**config.mk**
```make
export PLATFORM = sky130hd
export DESIGN_NAME = ultrasonic_ranger
export DESIGN_NICKNAME = d
export VERILOG_FILES = /design/src/rtl/ranger_pkg.sv /design/src/rtl/us_tick_gen.sv /design/src/rtl/ultrasonic_ranger.sv
export SDC_FILE = /design/constraint.sdc
export NUM_CORES = 1
export LEC_CHECK = 0
export ABC_CLOCK_PERIOD_IN_PS = 3100
export BUFFER_PORTS_ARGS = -buffer_cell sky130_fd_sc_hd__buf_2
export CAP_MARGIN = 20
export CORE_AREA = 2 2 124 126
export CTS_CLUSTER_DIAMETER = 150
export CTS_CLUSTER_SIZE = 14
export DETAILED_ROUTE_END_ITERATION = 7
export DIE_AREA = 0 0 126 128
export GPL_ROUTABILITY_DRIVEN = 0
export SYNTH_ARGS = -nofsm -noshare
export SYNTH_HDL_FRONTEND = slang
export SYNTH_SLANG_ARGS = --single-unit
```
**constraint.sdc**
```tcl
create_clock -name clk -period 3.1 [get_ports clk]
set_clock_uncertainty 0.15 [all_clocks]
set_input_delay 0.155 -clock clk [delete_from_list [all_inputs] [get_ports clk]]
set_output_delay 0.155 -clock clk [all_outputs]
set_load 0.1 [all_outputs]
```
**src/rtl/ranger_pkg.sv**
```systemverilog
// Shared state encoding, fixed constants and parameter-derived helpers for the ultrasonic ranger.
// Derived timing constants are functions so each instance can size itself from its own parameters.
package ranger_pkg;

  typedef enum logic [2:0] {
    TRIG_S = 3'd0,
    WAIT_S = 3'd1,
    MEAS_S = 3'd2,
    DONE_S = 3'd3,
    HOLD_S = 3'd4
  } state_e;

  localparam int CM_US  = 58;
  localparam int DIST_W = 9;

  function automatic int usCycles(input int clkFreq);
    return clkFreq / 1000000;
  endfunction

  function automatic int trigCycles(input int clkFreq, input int trigUs);
    return trigUs * usCycles(clkFreq);
  endfunction

  function automatic int periodCycles(input int clkFreq, input int periodMs);
    return periodMs * (clkFreq / 1000);
  endfunction

  // Bits needed to hold 0..maxVal, never less than one.
  function automatic int cntWidth(input int maxVal);
    return (maxVal < 2) ? 1 : $clog2(maxVal + 1);
  endfunction

endpackage

```
**src/rtl/us_tick_gen.sv**
```systemverilog
// Free-running microsecond tick: one registered single-cycle pulse every CLK_FREQ/1e6 clocks.
module us_tick_gen
  import ranger_pkg::*;
#(
  parameter int CLK_FREQ = 50000000
) (
  input  logic clk,
  input  logic rst,
  output logic tick
);

  localparam int US_CYC = usCycles(CLK_FREQ);
  localparam int CNT_W  = cntWidth(US_CYC - 1);
  localparam logic [CNT_W-1:0] CNT_LAST = CNT_W'(US_CYC - 1);

  logic [CNT_W-1:0] cnt_q, cnt_d;
  logic             tick_q, tick_d;

  always_comb begin
    cnt_d  = (cnt_q == CNT_LAST) ? '0 : cnt_q + 1'b1;
    tick_d = (cnt_q == CNT_LAST);
  end

  always_ff @(posedge clk or negedge rst) begin
    if (!rst) begin
      cnt_q  <= '0;
      tick_q <= 1'b0;
    end else begin
      cnt_q  <= cnt_d;
      tick_q <= tick_d;
    end
  end

  assign tick = tick_q;

endmodule

```
**src/rtl/ultrasonic_ranger.sv**
```systemverilog
// HC-SR04 style ranger: periodic trigger, echo width to centimetres, and a single
// active-low play request after HITS consecutive near readings.
module ultrasonic_ranger
  import ranger_pkg::*;
#(
  parameter int CLK_FREQ   = 50000000,
  parameter int TRIG_US    = 10,
  parameter int PERIOD_MS  = 60,
  parameter int TIMEOUT_US = 25000,
  parameter int NEAR_CM    = 10,
  parameter int HITS       = 3
) (
  input  logic              clk,
  input  logic              rst,
  input  logic              echo,
  output logic              trig,
  output logic [DIST_W-1:0] dist_cm,
  output logic              dist_valid,
  output logic              near,
  output logic              echo_sig_n,
  output logic              error
);

  localparam int TRIG_CYC   = trigCycles(CLK_FREQ, TRIG_US);
  localparam int PERIOD_CYC = periodCycles(CLK_FREQ, PERIOD_MS);
  localparam int PER_W      = cntWidth(PERIOD_CYC);
  localparam int US_W       = cntWidth(TIMEOUT_US);
  localparam int SUB_W      = cntWidth(CM_US - 1);
  localparam int HIT_W      = cntWidth(HITS);

  localparam logic [PER_W-1:0]  PER_MAX  = PER_W'(PERIOD_CYC);
  localparam logic [PER_W-1:0]  PER_LAST = PER_W'(PERIOD_CYC - 1);
  localparam logic [PER_W-1:0]  TRIG_END = PER_W'(TRIG_CYC);
  localparam logic [US_W-1:0]   US_MAX   = US_W'(TIMEOUT_US);
  localparam logic [SUB_W-1:0]  SUB_LAST = SUB_W'(CM_US - 1);
  localparam logic [HIT_W-1:0]  HIT_MAX  = HIT_W'(HITS);
  localparam logic [HIT_W-1:0]  HIT_PRE  = HIT_W'(HITS - 1);
  localparam logic [DIST_W-1:0] NEAR_LIM = DIST_W'(NEAR_CM);

  state_e            state_q, state_d;
  logic [PER_W-1:0]  per_q, per_d;
  logic [US_W-1:0]   us_q, us_d;
  logic [SUB_W-1:0]  sub_q, sub_d;
  logic [DIST_W-1:0] cm_q, cm_d;
  logic [HIT_W-1:0]  hit_q, hit_d;
  logic              timeout_q, timeout_d;
  logic              trig_q, trig_d;
  logic [DIST_W-1:0] dist_q, dist_d;
  logic              valid_q, valid_d;
  logic              near_q, near_d;
  logic              play_n_q, play_n_d;
  logic              error_q, error_d;
  logic              echo_s1_q, echo_s2_q, echo_prev_q;
  logic              echo_rise, echo_fall;
  logic              tick;

  us_tick_gen #(.CLK_FREQ(CLK_FREQ)) u_tick (
    .clk  (clk),
    .rst  (rst),
    .tick (tick)
  );

  assign echo_rise = echo_s2_q & ~echo_prev_q;
  assign echo_fall = ~echo_s2_q & echo_prev_q;

  always_comb begin
    state_d   = state_q;
    per_d     = (per_q == PER_MAX) ? per_q : per_q + 1'b1;
    us_d      = (tick && us_q != US_MAX) ? us_q + 1'b1 : us_q;
    sub_d     = sub_q;
    cm_d      = cm_q;
    hit_d     = hit_q;
    timeout_d = timeout_q;
    trig_d    = (state_q == TRIG_S) && (per_q < TRIG_END);
    dist_d    = dist_q;
    valid_d   = 1'b0;
    near_d    = near_q;
    play_n_d  = 1'b1;
    error_d   = error_q;

    unique case (state_q)
      TRIG_S: begin
        if (per_q >= TRIG_END) begin
          state_d   = WAIT_S;
          us_d      = '0;
          timeout_d = 1'b0;
        end
      end
      WAIT_S: begin
        // An echo already high when the trigger ends never produces a rise here.
        if (echo_rise) begin
          state_d = MEAS_S;
          cm_d    = '0;
          sub_d   = '0;
          us_d    = '0;
        end else if (us_q >= US_MAX) begin
          state_d   = DONE_S;
          timeout_d = 1'b1;
        end
      end
      MEAS_S: begin
        if (tick) begin
          if (sub_q == SUB_LAST) begin
            sub_d = '0;
            cm_d  = (cm_q == '1) ? cm_q : cm_q + 1'b1;
          end else begin
            sub_d = sub_q + 1'b1;
          end
        end
        if (echo_fall) begin
          state_d = DONE_S;
        end else if (us_q >= US_MAX) begin
          state_d   = DONE_S;
          timeout_d = 1'b1;
        end
      end
      DONE_S: begin
        if (!timeout_q) begin
          dist_d  = cm_q;
          valid_d = 1'b1;
          error_d = 1'b0;
        end else begin
          error_d = 1'b1;
        end
        // Only the HITS-1 -> HITS step fires, so one request per approach.
        if (!timeout_q && cm_q < NEAR_LIM) begin
          if (hit_q != HIT_MAX) hit_d = hit_q + 1'b1;
          if (hit_q == HIT_PRE) begin
            near_d   = 1'b1;
            play_n_d = 1'b0;
          end
        end else begin
          hit_d  = '0;
          near_d = 1'b0;
        end
        if (per_q >= PER_LAST) begin
          state_d = TRIG_S;
          per_d   = '0;
        end else begin
          state_d = HOLD_S;
        end
      end
      HOLD_S: begin
        if (per_q >= PER_LAST) begin
          state_d = TRIG_S;
          per_d   = '0;
        end
      end
      default: begin
        state_d = TRIG_S;
        per_d   = '0;
      end
    endcase
  end

  always_ff @(posedge clk or negedge rst) begin
    if (!rst) begin
      state_q     <= TRIG_S;
      per_q       <= '0;
      us_q        <= '0;
      sub_q       <= '0;
      cm_q        <= '0;
      hit_q       <= '0;
      timeout_q   <= 1'b0;
      trig_q      <= 1'b0;
      dist_q      <= '0;
      valid_q     <= 1'b0;
      near_q      <= 1'b0;
      play_n_q    <= 1'b1;
      error_q     <= 1'b0;
      echo_s1_q   <= 1'b0;
      echo_s2_q   <= 1'b0;
      echo_prev_q <= 1'b0;
    end else begin
      state_q     <= state_d;
      per_q       <= per_d;
      us_q        <= us_d;
      sub_q       <= sub_d;
      cm_q        <= cm_d;
      hit_q       <= hit_d;
      timeout_q   <= timeout_d;
      trig_q      <= trig_d;
      dist_q      <= dist_d;
      valid_q     <= valid_d;
      near_q      <= near_d;
      play_n_q    <= play_n_d;
      error_q     <= error_d;
      echo_s1_q   <= echo;
      echo_s2_q   <= echo_s1_q;
      echo_prev_q <= echo_s2_q;
    end
  end

  assign trig       = trig_q;
  assign dist_cm    = dist_q;
  assign dist_valid = valid_q;
  assign near       = near_q;
  assign echo_sig_n = play_n_q;
  assign error      = error_q;

endmodule

```
Word-level counts from Yosys, hierarchy flattened
Cells that the tools add are included. W data, S select, Z words.

Bits in registers: 82. Input port bits: 3. Output and inout bits: 14. Logic and storage cells: 110.

Add/subtract/negate cells: 6. Magnitude comparators: 5. Equality and inequality tests: 21. Multiplexer cells: 39. Bitwise gates (word level): 5. Reduce and logical (&&, ||, !) cells: 16.

Operators with widths (number): $mux W15 (3); $mux W22 (2); $pmux W22 S2 (1); $mux W9 (4); $pmux W15 S2 (1); $mux W6 (4); $add A22 B1 Y22 const B (1); $eq A22 B22 Y1 const B (1); $ge A22 B22 Y1 const B (1); $ge A22 B9 Y1 const B (1); $lt A22 B9 Y1 const B (1); $mux W3 (6); $pmux W9 S2 (1); $add A15 B1 Y15 const B (1); $ge A15 B15 Y1 const B (1); $ne A15 B15 Y1 const B (1); $pmux W3 S5 (1); $ne A2 B2 Y1 const B (7); $add A6 B1 Y6 const B (2); $eq A6 B6 Y1 const B (2); $mux W1 (12); $pmux W6 S2 (1); $add A9 B1 Y9 const B (1); $eq A9 B9 Y1 const B (1); other kinds (22) (35).

Longest topological paths before layout
Gate-level depths: netlist (run 1).

Depth in word-level cells: 5. Gate-level depth with buffers: 6. Mapped depth without buffers: 6.

Hierarchy
Synthesis (run 1) repeated with hierarchy kept, for this count alone.

Cells, all modules: 441. Area, all modules: 4357.9 um^2.

Modules (own cells, without submodules): ultrasonic_ranger (instances 1, cells each 414, area an instance 4047.6 um^2, seq. area each 1878.1 um^2); us_tick_gen (instances 1, cells each 27, area an instance 310.3 um^2, seq. area each 175.2 um^2).

Worst setup path before layout (run 1)
No wires, ideal clock.

Kind: register to register. From: register per_q[1]. To: register per_q[20]. Setup time: 0.094 ns. Data arrival time: 1.917 ns. Data required time: 2.856 ns. Setup slack: 0.939 ns. Cell stages (with the launch flop): 7. Buffers on the path: 1. Clock period less this slack: 2.161 ns. Path through: dfrtp_1 -> ha_1 -> nand4_1 -> or4_1 -> clkbuf_1 -> or3_1 -> a211oi_1.

Cells in the longest elaborated chain, start to end: 4. Elaborated cells between the ends (all ways): 6. Those cells by class: add/sub (1); order compare (1); eq/ne (1); mux (3).

Ends and longest elaborated chain: start, declared (RTL line ultrasonic_ranger.sv:41) `logic [PER_W-1:0] per_q, per_d;`; start signal, assigned (RTL line ultrasonic_ranger.sv:176) `per_q <= per_d;`; $add A22 B1 Y22 / $eq A22 B22 Y1 (equally long branches) (RTL line ultrasonic_ranger.sv:68) `per_d = (per_q == PER_MAX) ? per_q : per_q + 1'b1;`; $mux W22 (RTL line ultrasonic_ranger.sv:68); $mux W22 (RTL line ultrasonic_ranger.sv:136, ultrasonic_ranger.sv:144); $pmux W22 S2 * (RTL line ultrasonic_ranger.sv:81) `unique case (state_q)`; via per_d[20] (RTL line ultrasonic_ranger.sv:41).

The timed path passes the listed nets; every way through them passes the cells marked *. A chain may end at the register's enable or synchronous reset.

Worst setup path after layout (run 1)
Same ends and word-level chain as after synthesis.

==> results of run 1 <==
[how the worst max path moves through the flow]
stage                     cells past startpoint  startpoint         to  slack, ps
after CTS                                     5    per_q[1]  per_q[20]        730
after global routing                          5    per_q[1]  per_q[20]        560
after global placement                        5    per_q[1]  per_q[20]        830
final                                         5    per_q[1]  per_q[20]        700
after detailed placement                      5    per_q[1]  per_q[20]        760
after floorplan                               6    per_q[1]  per_q[20]        940
[stage by stage]
step	power [uW]	hold WS (ps)
detailed placement	1120	123
CTS	2150	208
global route	2190	199
finish	2120	156
global placement	1120	123
floorplan	1100	-291
[routing by layer]
metal	share of wire, %	up-vias	wire length (um)	global-route usage, %
li1	-	1641	-	-
met2	46	73	4110	18.2
met5	0	-	0	0
met3	4.6	15	411	3.21
met4	2.0	0	175	4.98
met1	47	1637	4230	15.8
[state kept, by name, summed over array words and instances (netlist names)]
| name | count |
|---|---|
| echo_sig_n | 1 |
| timeout_q | 1 |
| state_q | 3 |
| per_q | 22 |
| us_q | 15 |
| dist_valid | 1 |
| cm_q | 9 |
| u_tick.tick | 1 |
| u_tick.cnt_q | 6 |
| near | 1 |
| echo_prev_q | 1 |
| echo_s2_q | 1 |
| sub_q | 6 |
| dist_cm | 9 |
| error | 1 |
| trig | 1 |
| echo_s1_q | 1 |
| hit_q | 2 |
[worst register-to-register path, cell delays in order, from the launching register on]
cell and delay [ps]:
dfrtp_1 450, ha_1 240, nand4_1 160, or4_1 640
or3_1 390, a211oi_1 260
[synth_stat cells (6+ instances only)]
master    number
clkbuf_1      11
buf_2          6
nor3_1        26
xnor2_1       22
nand4_1       12
a211oi_1      10
inv_1         18
a21oi_1       11
o21ai_0       26
nand3_1       27
dfrtp_1       81
mux2_2         9
nand2_1       26
xor2_1         6
nand2b_1       6
nor2_1        34
mux2i_1        7
nor4_1        12
and3_1         7
or3_1          6
ha_1          12
[kinds of logic after synthesis]
group / count (synthesis) / share of synthesized area (%)
mux: 16 / 3.95
compound gates: 73 / 11.1
fa+ha+maj: 12 / 3.46
xor+xnor: 28 / 5.65
flops: 82 / 47.3
buf+inv: 35 / 3.20
simple gates: 196 / 25.2
[report_power, final]
part           internal, uW  switching (uW)
Clock                   609             406
Sequential             1070            1.55
Combinational          7.61            22.9
[layout make-up]
cell class	count	share of cell area, %
multi-input combinational	325	43.6
timing repair buffer	21	2.94
clock inverter	1	0.152
inverter	18	1.37
clock buffer	15	5.63
tap	188	4.76
sequential	82	41.6
==> results.md, run 1 <==
- LEAKAGE: 0.00208 uW
- Crit-path max cell delay: 640 ps
- 1st-iter DRT viols: 288
- Clock-pin slew on the worst setup and hold paths: 60 ps
- Hold Vio Cnt, Final: 0
- Pre-CTS setup slack: 760 ps
- TritonCTS clock tree: yes
- Post-Syn Nets: 457
- Max frequency: 417 MHz
- EDFF count, synth: 0
- Largest net degree at the start of global routing: 83
- Min-Delay Path Class: input pin to async pin
- R2R Path Start: per_q[1]
- Synthesis Warnings: 0
- Total core area: 14900 um2
- Slowest cell on the critical path: or4_1
- Worst-Skew Late Latency: 340 ps
- Final setup vio count: 0
- Max_cap viols: 0
- Final ANT Viol Nets: 0
- Num CTS Buffers: 9
- Tcrit/Tclk final: 77.4%
- Vias in the first global route: 3220
- Final Max Tran Viols: 0
- Worst rel slew slack: 45.9%
- Die Y: 128 um
- Clk buf depth: 2
- Commonest non-fill, non-tap cell in the layout: dfrtp_1
- R2R setup slack: 700 ps
- RSZ-0062 raised after global routing: no
- Worst vdd ir: 0.256 mV
- Worst slew pin tran: 810 ps
- RR Endpoint: per_q[20]
- Synth area leader: dfrtp_1
- Mapped Cells: 442
- Port bufs: 16
- # IOs: 17
- Main synth FF type: dfrtp_1
- Drt wl/cell: 13.7 um
- Crit path kind: register to register
- Async set-or-reset flop fraction in the synthesized netlist: 100%
- Fillers: 1525
- Seq. cell area: 2050 um2
- Vias: 3366
- Finished Layout Cells: 650
- Congestion Overflow GR: 0
- Combined area of the multi-input logic cells: 2150 um2
- #FFs+latches synth: 82
- Initial Utilization: 29.2%
- Post_cts resized: 0
- DP Cell Count: 631
- # clock sinks: 82
- Commonest non-fill, non-tap cells in the layout: dfrtp_1, nor2_1, nand3_1
- Status: finished, final reports clean
- Worst Setup End Kind: register
- Die outline width: 126 um
- Synth Area per Inst: 9.81 um2
- Placed cell area: 4600 um2
- Arrival @ worst endpoint: 2480 ps
- Row Count: 45
- Global-route wire length before repair: 15800 um
- Worst path bufs/invs: 0
- Post-synthesis sequential area ratio: 47.3%
- Share of the synthesized area in the top cell type: 46.7%
- Post-route cell area: 4940 um2
- Avg Vias per Cell: 5.18
- Root Buffer Master: clkbuf_16
- Die area: 16100 um2
- Synth cell types: 55
- Delay-heaviest family, CP: simple AND/OR/NAND/NOR gates
- PwrDens: 429 nW/um2
- Overall routing resource usage: 11.9%
- Core Util, Final: 33.2%
- DRC errors left: 0
- Initial antenna violation count: 0
- H-tree depth: 3
- Worst Path Max Fanout: 7
- Area Growth Syn to Fin: 13.8%
- Top cells by area, synth: dfrtp_1, xnor2_1, ha_1, nand3_1, nor3_1
- PnR worst setup slack: 700 ps
- Critical path startpoint category: register
- WL final: 8930 um
- Required @ worst endpoint: 3180 ps
- CP cell instances: ha_1 > nand4_1 > or4_1 > or3_1 > a211oi_1
- Detailed Routing Iterations Pass 1: 4
- Antenna diode count: 0
- Fin crit period: 2400 ps
- Setup bufs post-CTS: 0
- Setup TNS: 0 ps
- NumNets Final: 472
- Mapped Area: 4340 um2
- Dpl hpwl: 5930 um
- Reg2reg path depth: 5
- CTS hold repair buffers: 2
- Layout cells sized above 1: 11.0%
No activity file was read; power rests on OpenSTA's default activity.
==> run 2: changes to the inputs <==
--- a/config.mk
+++ b/config.mk
@@ -5,7 +5,7 @@
 export SDC_FILE = /design/constraint.sdc
 export NUM_CORES = 1
 export LEC_CHECK = 0
-export ABC_CLOCK_PERIOD_IN_PS = 3100
+export ABC_CLOCK_PERIOD_IN_PS = 2100
 export BUFFER_PORTS_ARGS = -buffer_cell sky130_fd_sc_hd__buf_2
 export CAP_MARGIN = 20
 export CORE_AREA = 2 2 124 126
==> constraint.sdc (replaced) <==
create_clock -name clk -period 2.1 [get_ports clk]
set_clock_uncertainty 0.15 [all_clocks]
set_input_delay 0.105 -clock clk [delete_from_list [all_inputs] [get_ports clk]]
set_output_delay 0.105 -clock clk [all_outputs]
set_load 0.1 [all_outputs]
==> results.md, run 2 (synthesis results as in run 1) <==
- Worst hold slack: 145 ps
- Initial Utilization: 29.2%
- Antenna diode count: 0
- WL final: 9860 um
- Area Growth Syn to Fin: 26.5%
- Worst slew pin tran: 532 ps
- Commonest non-fill, non-tap cells in the layout: dfrtp_1, buf_4, nor2_1, nand2_1, nand3_1
- Worst rel slew slack: 64.5%
- TritonCTS clock tree: yes
- LEAKAGE: 0.00241 uW
- Pre-CTS setup slack: -46.6 ps
- Worst Setup End Kind: register
- Worst-Skew Late Latency: 330 ps
- Vias in the first global route: 3409
- Worst vdd ir: 0.357 mV
- Fillers: 1496
- Crit path kind: register to register
- PnR worst setup slack: 31.6 ps
- # clock sinks: 82
- RSZ-0062 raised after global routing: yes
- Setup TNS: 0 ps
- Min-Delay Path Class: input pin to async pin
- Port bufs: 16
- Dpl hpwl: 6840 um
- H-tree depth: 3
- Largest register FFs: 22
- Tcrit/Tclk final: 98.5%
- Final ANT Viol Nets: 0
- Max_cap viols: 0
- Row Count: 45
- Largest net degree at the start of global routing: 44
- Total core area: 14900 um2
- Num CTS Buffers: 9
- 1st-iter DRT viols: 300
- Initial antenna violation count: 0
- NumNets Final: 525
- Clk buf depth: 2
- Die Y: 128 um
- Critical path startpoint category: register
- Overall routing resource usage: 12.0%
- Required @ worst endpoint: 2150 ps
- Finished Layout Cells: 703
- Commonest non-fill, non-tap cell in the layout: dfrtp_1
- Die outline width: 126 um
- Avg Vias per Cell: 5.15
- Final Max Tran Viols: 0
- DRC errors left: 0
- Vias: 3622
- DP Cell Count: 679
- Global-route wire length before repair: 16000 um
- Final setup vio count: 0
- Root Buffer Master: clkbuf_16
- Top flop regs: per_q x22, us_q x15
- Congestion Overflow GR: 0
- Hold Vio Cnt, Final: 0
- Max frequency: 483 MHz
- Status: finished, final reports clean
- Detailed Routing Iterations Pass 1: 4
- Worst Path Max Fanout: 6
- # IOs: 17
- Clock-pin slew on the worst setup and hold paths: 60 ps
- Drt wl/cell: 14.0 um
- Die area: 16100 um2
- Biggest register: per_q
- PwrDens: 617 nW/um2
- Arrival @ worst endpoint: 2120 ps
- Layout cells sized above 1: 24.1%
- Fin crit period: 2070 ps
==> run 2: path summary, 6_finish.rpt <==
check	start	to	slack [ps]	depth (start not counted)
worst max-delay path	per_q[0]	per_q[1]	30	8
worst min-delay path	rst	sub_q[3]	150	2
worst max register to register	per_q[0]	per_q[1]	30	8
worst min register to register	echo_s1_q	echo_s2_q	200	0
max in group asynchronous	rst	us_q[6]	1010	3
min in group clk	echo_s1_q	echo_s2_q	200	0
==> run 2: power breakdown <==
group | internal, uW | switching [uW] | total, uW
Clock | 1140 | 622 | 1760
Combinational | 9.55 | 33.4 | 43.0
Sequential | 1580 | 2.56 | 1590
Total | 2730 | 658 | 3390
==> run 2: through the flow <==
step	utilization, %	area (um2)	total power [uW]
after floorplan	-	4350	1620
after global placement	33.4	4970	1660
after detailed placement	33.4	4970	1660
after CTS	36.0	5340	3430
after global routing	36.9	5490	3500
final	36.9	5490	3390
==> run 2: cell type report <==
class / instances / area (um2) / share of cell area, %
sequential: 82 / 2050 / 37.5
clock buffer: 12 / 267 / 4.86
multi-input combinational: 325 / 2250 / 41.0
tap: 188 / 235 / 4.29
timing repair buffer: 74 / 538 / 9.81
clock inverter: 4 / 72.6 / 1.32
inverter: 18 / 67.6 / 1.23
==> run 2: metal layers <==
metal | wire length, um | vias up | track usage [%]
li1 | - | 1748 | -
met1 | 4630 | 1795 | 15.6
met2 | 4740 | 65 | 20.1
met3 | 362 | 14 | 2.92
met4 | 125 | 0 | 3.10
met5 | 0 | - | 0
==> run 2: critical path, stage by stage (launching register included) <==
cell	delay (ps)
dfrtp_1	410
ha_2	220
buf_6	100
nand3_4	60
o311a_4	400
nor4_4	200
buf_4	190
buf_6	150
a211oi_2	40
==> run 2: what timing repair did <==
| action | in CTS | in global routing |
|---|---|---|
| hold buffers | 2 | 0 |
| setup endpoints to repair | 8 | 31 |
| resized for setup | 2 | 31 |
| hold endpoints to repair | 41 | 0 |
| cloned | 0 | 2 |
| buffers inserted | 1 | 3 |
| pin swaps | 0 | 8 |
==> run 3: changes to the inputs <==
--- a/config.mk
+++ b/config.mk
@@ -5,15 +5,20 @@
 export SDC_FILE = /design/constraint.sdc
 export NUM_CORES = 1
 export LEC_CHECK = 0
+export ABC_AREA = 1
 export ABC_CLOCK_PERIOD_IN_PS = 2100
 export BUFFER_PORTS_ARGS = -buffer_cell sky130_fd_sc_hd__buf_2
 export CAP_MARGIN = 20
-export CORE_AREA = 2 2 124 126
+export CELL_PAD_IN_SITES_DETAIL_PLACEMENT = 1
+export CELL_PAD_IN_SITES_GLOBAL_PLACEMENT = 2
+export CORE_AREA = 2 2 129 131
 export CTS_CLUSTER_DIAMETER = 150
 export CTS_CLUSTER_SIZE = 14
 export DETAILED_ROUTE_END_ITERATION = 7
-export DIE_AREA = 0 0 126 128
+export DIE_AREA = 0 0 131 133
 export GPL_ROUTABILITY_DRIVEN = 0
+export HOLD_SLACK_MARGIN = 0.05
+export PLACE_DENSITY_LB_ADDON = 0.1
 export SYNTH_ARGS = -nofsm -noshare
 export SYNTH_HDL_FRONTEND = slang
 export SYNTH_SLANG_ARGS = --single-unit
==> results.md, run 3 <==
- Commonest non-fill, non-tap cell in the layout: nand2_1
- Avg Vias per Cell: 4.57
- Num CTS Buffers: 9
- Detailed Routing Iterations Pass 1: 4
- Hold Vio Cnt, Final: 0
- Post-synth top cells: nand2_1, nor2_1, dfrtp_1, inv_1, nand3_1
- Post-Syn Nets: 611
- Synth cell types: 36
- Main synth FF type: dfrtp_1
- Antenna diode count: 0
- #FFs+latches synth: 82
- Mapped Cells: 596
- Die area: 17400 um2
- Max frequency: 531 MHz
- Largest register FFs: 22
- Worst slew pin tran: 588 ps
- Layout cells sized above 1: 15.6%
- EDFF count, synth: 0
- Core Util, Final: 34.5%
- Post-synthesis sequential area ratio: 43.4%
- Largest net degree at the start of global routing: 37
- Vias in the first global route: 4175
- Worst Setup End Kind: register
- 1st-iter DRT viols: 169
- Placed cell area: 5230 um2
- Global-route wire length before repair: 21500 um
- Congestion Overflow GR: 0
- Area Growth Syn to Fin: 18.0%
- DRC errors left: 0
- Setup TNS: 0 ps
- LEAKAGE: 0.00256 uW
- Root Buffer Master: clkbuf_16
- # IOs: 17
- Initial antenna violation count: 0
- H-tree depth: 3
- Fillers: 1945
- NumNets Final: 657
- Row Count: 47
- Vias: 3958
- Final ANT Viol Nets: 0
- WL final: 12400 um
- Initial Utilization: 29.3%
- Commonest non-fill, non-tap cells in the layout: nand2_1, nor2_1, dfrtp_1, inv_1, nand3_1
- Share of the synthesized area in the top cell type: 42.8%
- Port bufs: 16
- Max_cap viols: 0
- PwrDens: 578 nW/um2
- Biggest register: per_q
- Synthesis Warnings: 0
- Tcrit/Tclk final: 89.7%
- Final setup vio count: 0
- Fin crit period: 1880 ps
- DP Cell Count: 848
- TritonCTS clock tree: yes
- Top cells by area, synth: dfrtp_1, nand2_1, nor2_1, xor2_1, inv_1
- Drt wl/cell: 14.4 um
- RSZ-0062 raised after global routing: no
- Clk buf depth: 2
- Top flop regs: per_q x22, us_q x15
- Mapped Area: 4730 um2
- Dpl hpwl: 9510 um
- Die Y: 133 um
- Worst rel slew slack: 60.7%
- Required @ worst endpoint: 2190 ps
- Status: finished, final reports clean
- Reg2reg path depth: 11
- Synth area leader: dfrtp_1
- Die outline width: 131 um
- Finished Layout Cells: 867
- Worst Path Max Fanout: 9
- Overall routing resource usage: 15.9%
- Async set-or-reset flop fraction in the synthesized netlist: 100%
- Arrival @ worst endpoint: 1970 ps
- Most common cell in the netlist: nand2_1
- Worst vdd ir: 0.339 mV
- Worst hold slack: 141 ps
- Min-Delay Path Class: input pin to async pin
- Final Max Tran Viols: 0
- # clock sinks: 82
- Post-route cell area: 5580 um2
- Synth Area per Inst: 7.94 um2
- Total core area: 16200 um2
- Worst-Skew Late Latency: 350 ps
- Crit path kind: register to register
- Critical path startpoint category: register
- Clock-pin slew on the worst setup and hold paths: 70 ps
[run 3: worst paths after layout]
path | slack [ps] | to | from
setup reg to reg | 220 | cm_q[2] | cm_q[1]
min in group clk | 250 | echo_s2_q | echo_s1_q
max in group asynchronous | 1020 | cm_q[3] | rst
hold reg to reg | 250 | echo_s2_q | echo_s1_q
setup / recovery | 220 | cm_q[2] | cm_q[1]
hold / removal | 140 | per_q[15] | rst
[run 3: area by class of cell]
| class | instances | area, um2 | share of cell area, % |
|---|---|---|---|
| Clock buffer | 11 | 233 | 4.17 |
| Clock inverter | 5 | 55.1 | 0.986 |
| Inverter | 73 | 292 | 5.22 |
| Multi-Input combinational cell | 434 | 2370 | 42.4 |
| Sequential cell | 82 | 2050 | 36.8 |
| Tap cell | 220 | 275 | 4.93 |
| Timing Repair Buffer | 42 | 308 | 5.51 |
[run 3: logic make-up after synthesis]
group	after synthesis	synth area share [%]
compound gates	51	6.64
fa+ha+maj	12	3.17
flops	82	43.4
xor+xnor	36	6.66
buf+inv	80	7.43
simple gates	335	32.7
[run 3: layer usage]
metal	GRT usage (%)	routed length, um
met4	6.21	244
met1	22.9	6530
met3	2.75	271
met5	0	0
met2	23.6	5390
[run 3: power breakdown]
part / internal [uW] / leakage, uW / total [uW] / switching (uW)
Clock: 919 / 0.000136 / 1600 / 677
Sequential: 1580 / 0.00110 / 1580 / 1.63
Combinational: 9.74 / 0.00132 / 46.9 / 37.2
[run 3: through the flow]
stage / setup WS (ps) / total power [uW]
after floorplan: 233 / 1620
after global placement: 88.3 / 1660
after detailed placement: 5.11 / 1660
after CTS: 24.2 / 3300
after global routing: 17.4 / 3370
final: 215 / 3230
[run 3: worst max-delay path, cell delays in order (launching register included)]
cell and delay, ps:
dfrtp_1 400, ha_4 160, inv_1 40, nor2_2 150, nand3_2 110, nor3_2 130
ha_1 180, nand2_2 90, nand2_8 120, inv_6 50, a21oi_1 130, nor2_1 60
[run 3: timing repair]
action | 4_1_cts | 5_1_grt
gates resized for setup | 1 | 9
pin swaps | 0 | 2
hold buffers | 2 | 0
endpoints found under the hold margin | 66 | 0
setup buffers | 1 | 0
endpoints found under the setup margin | 1 | 37
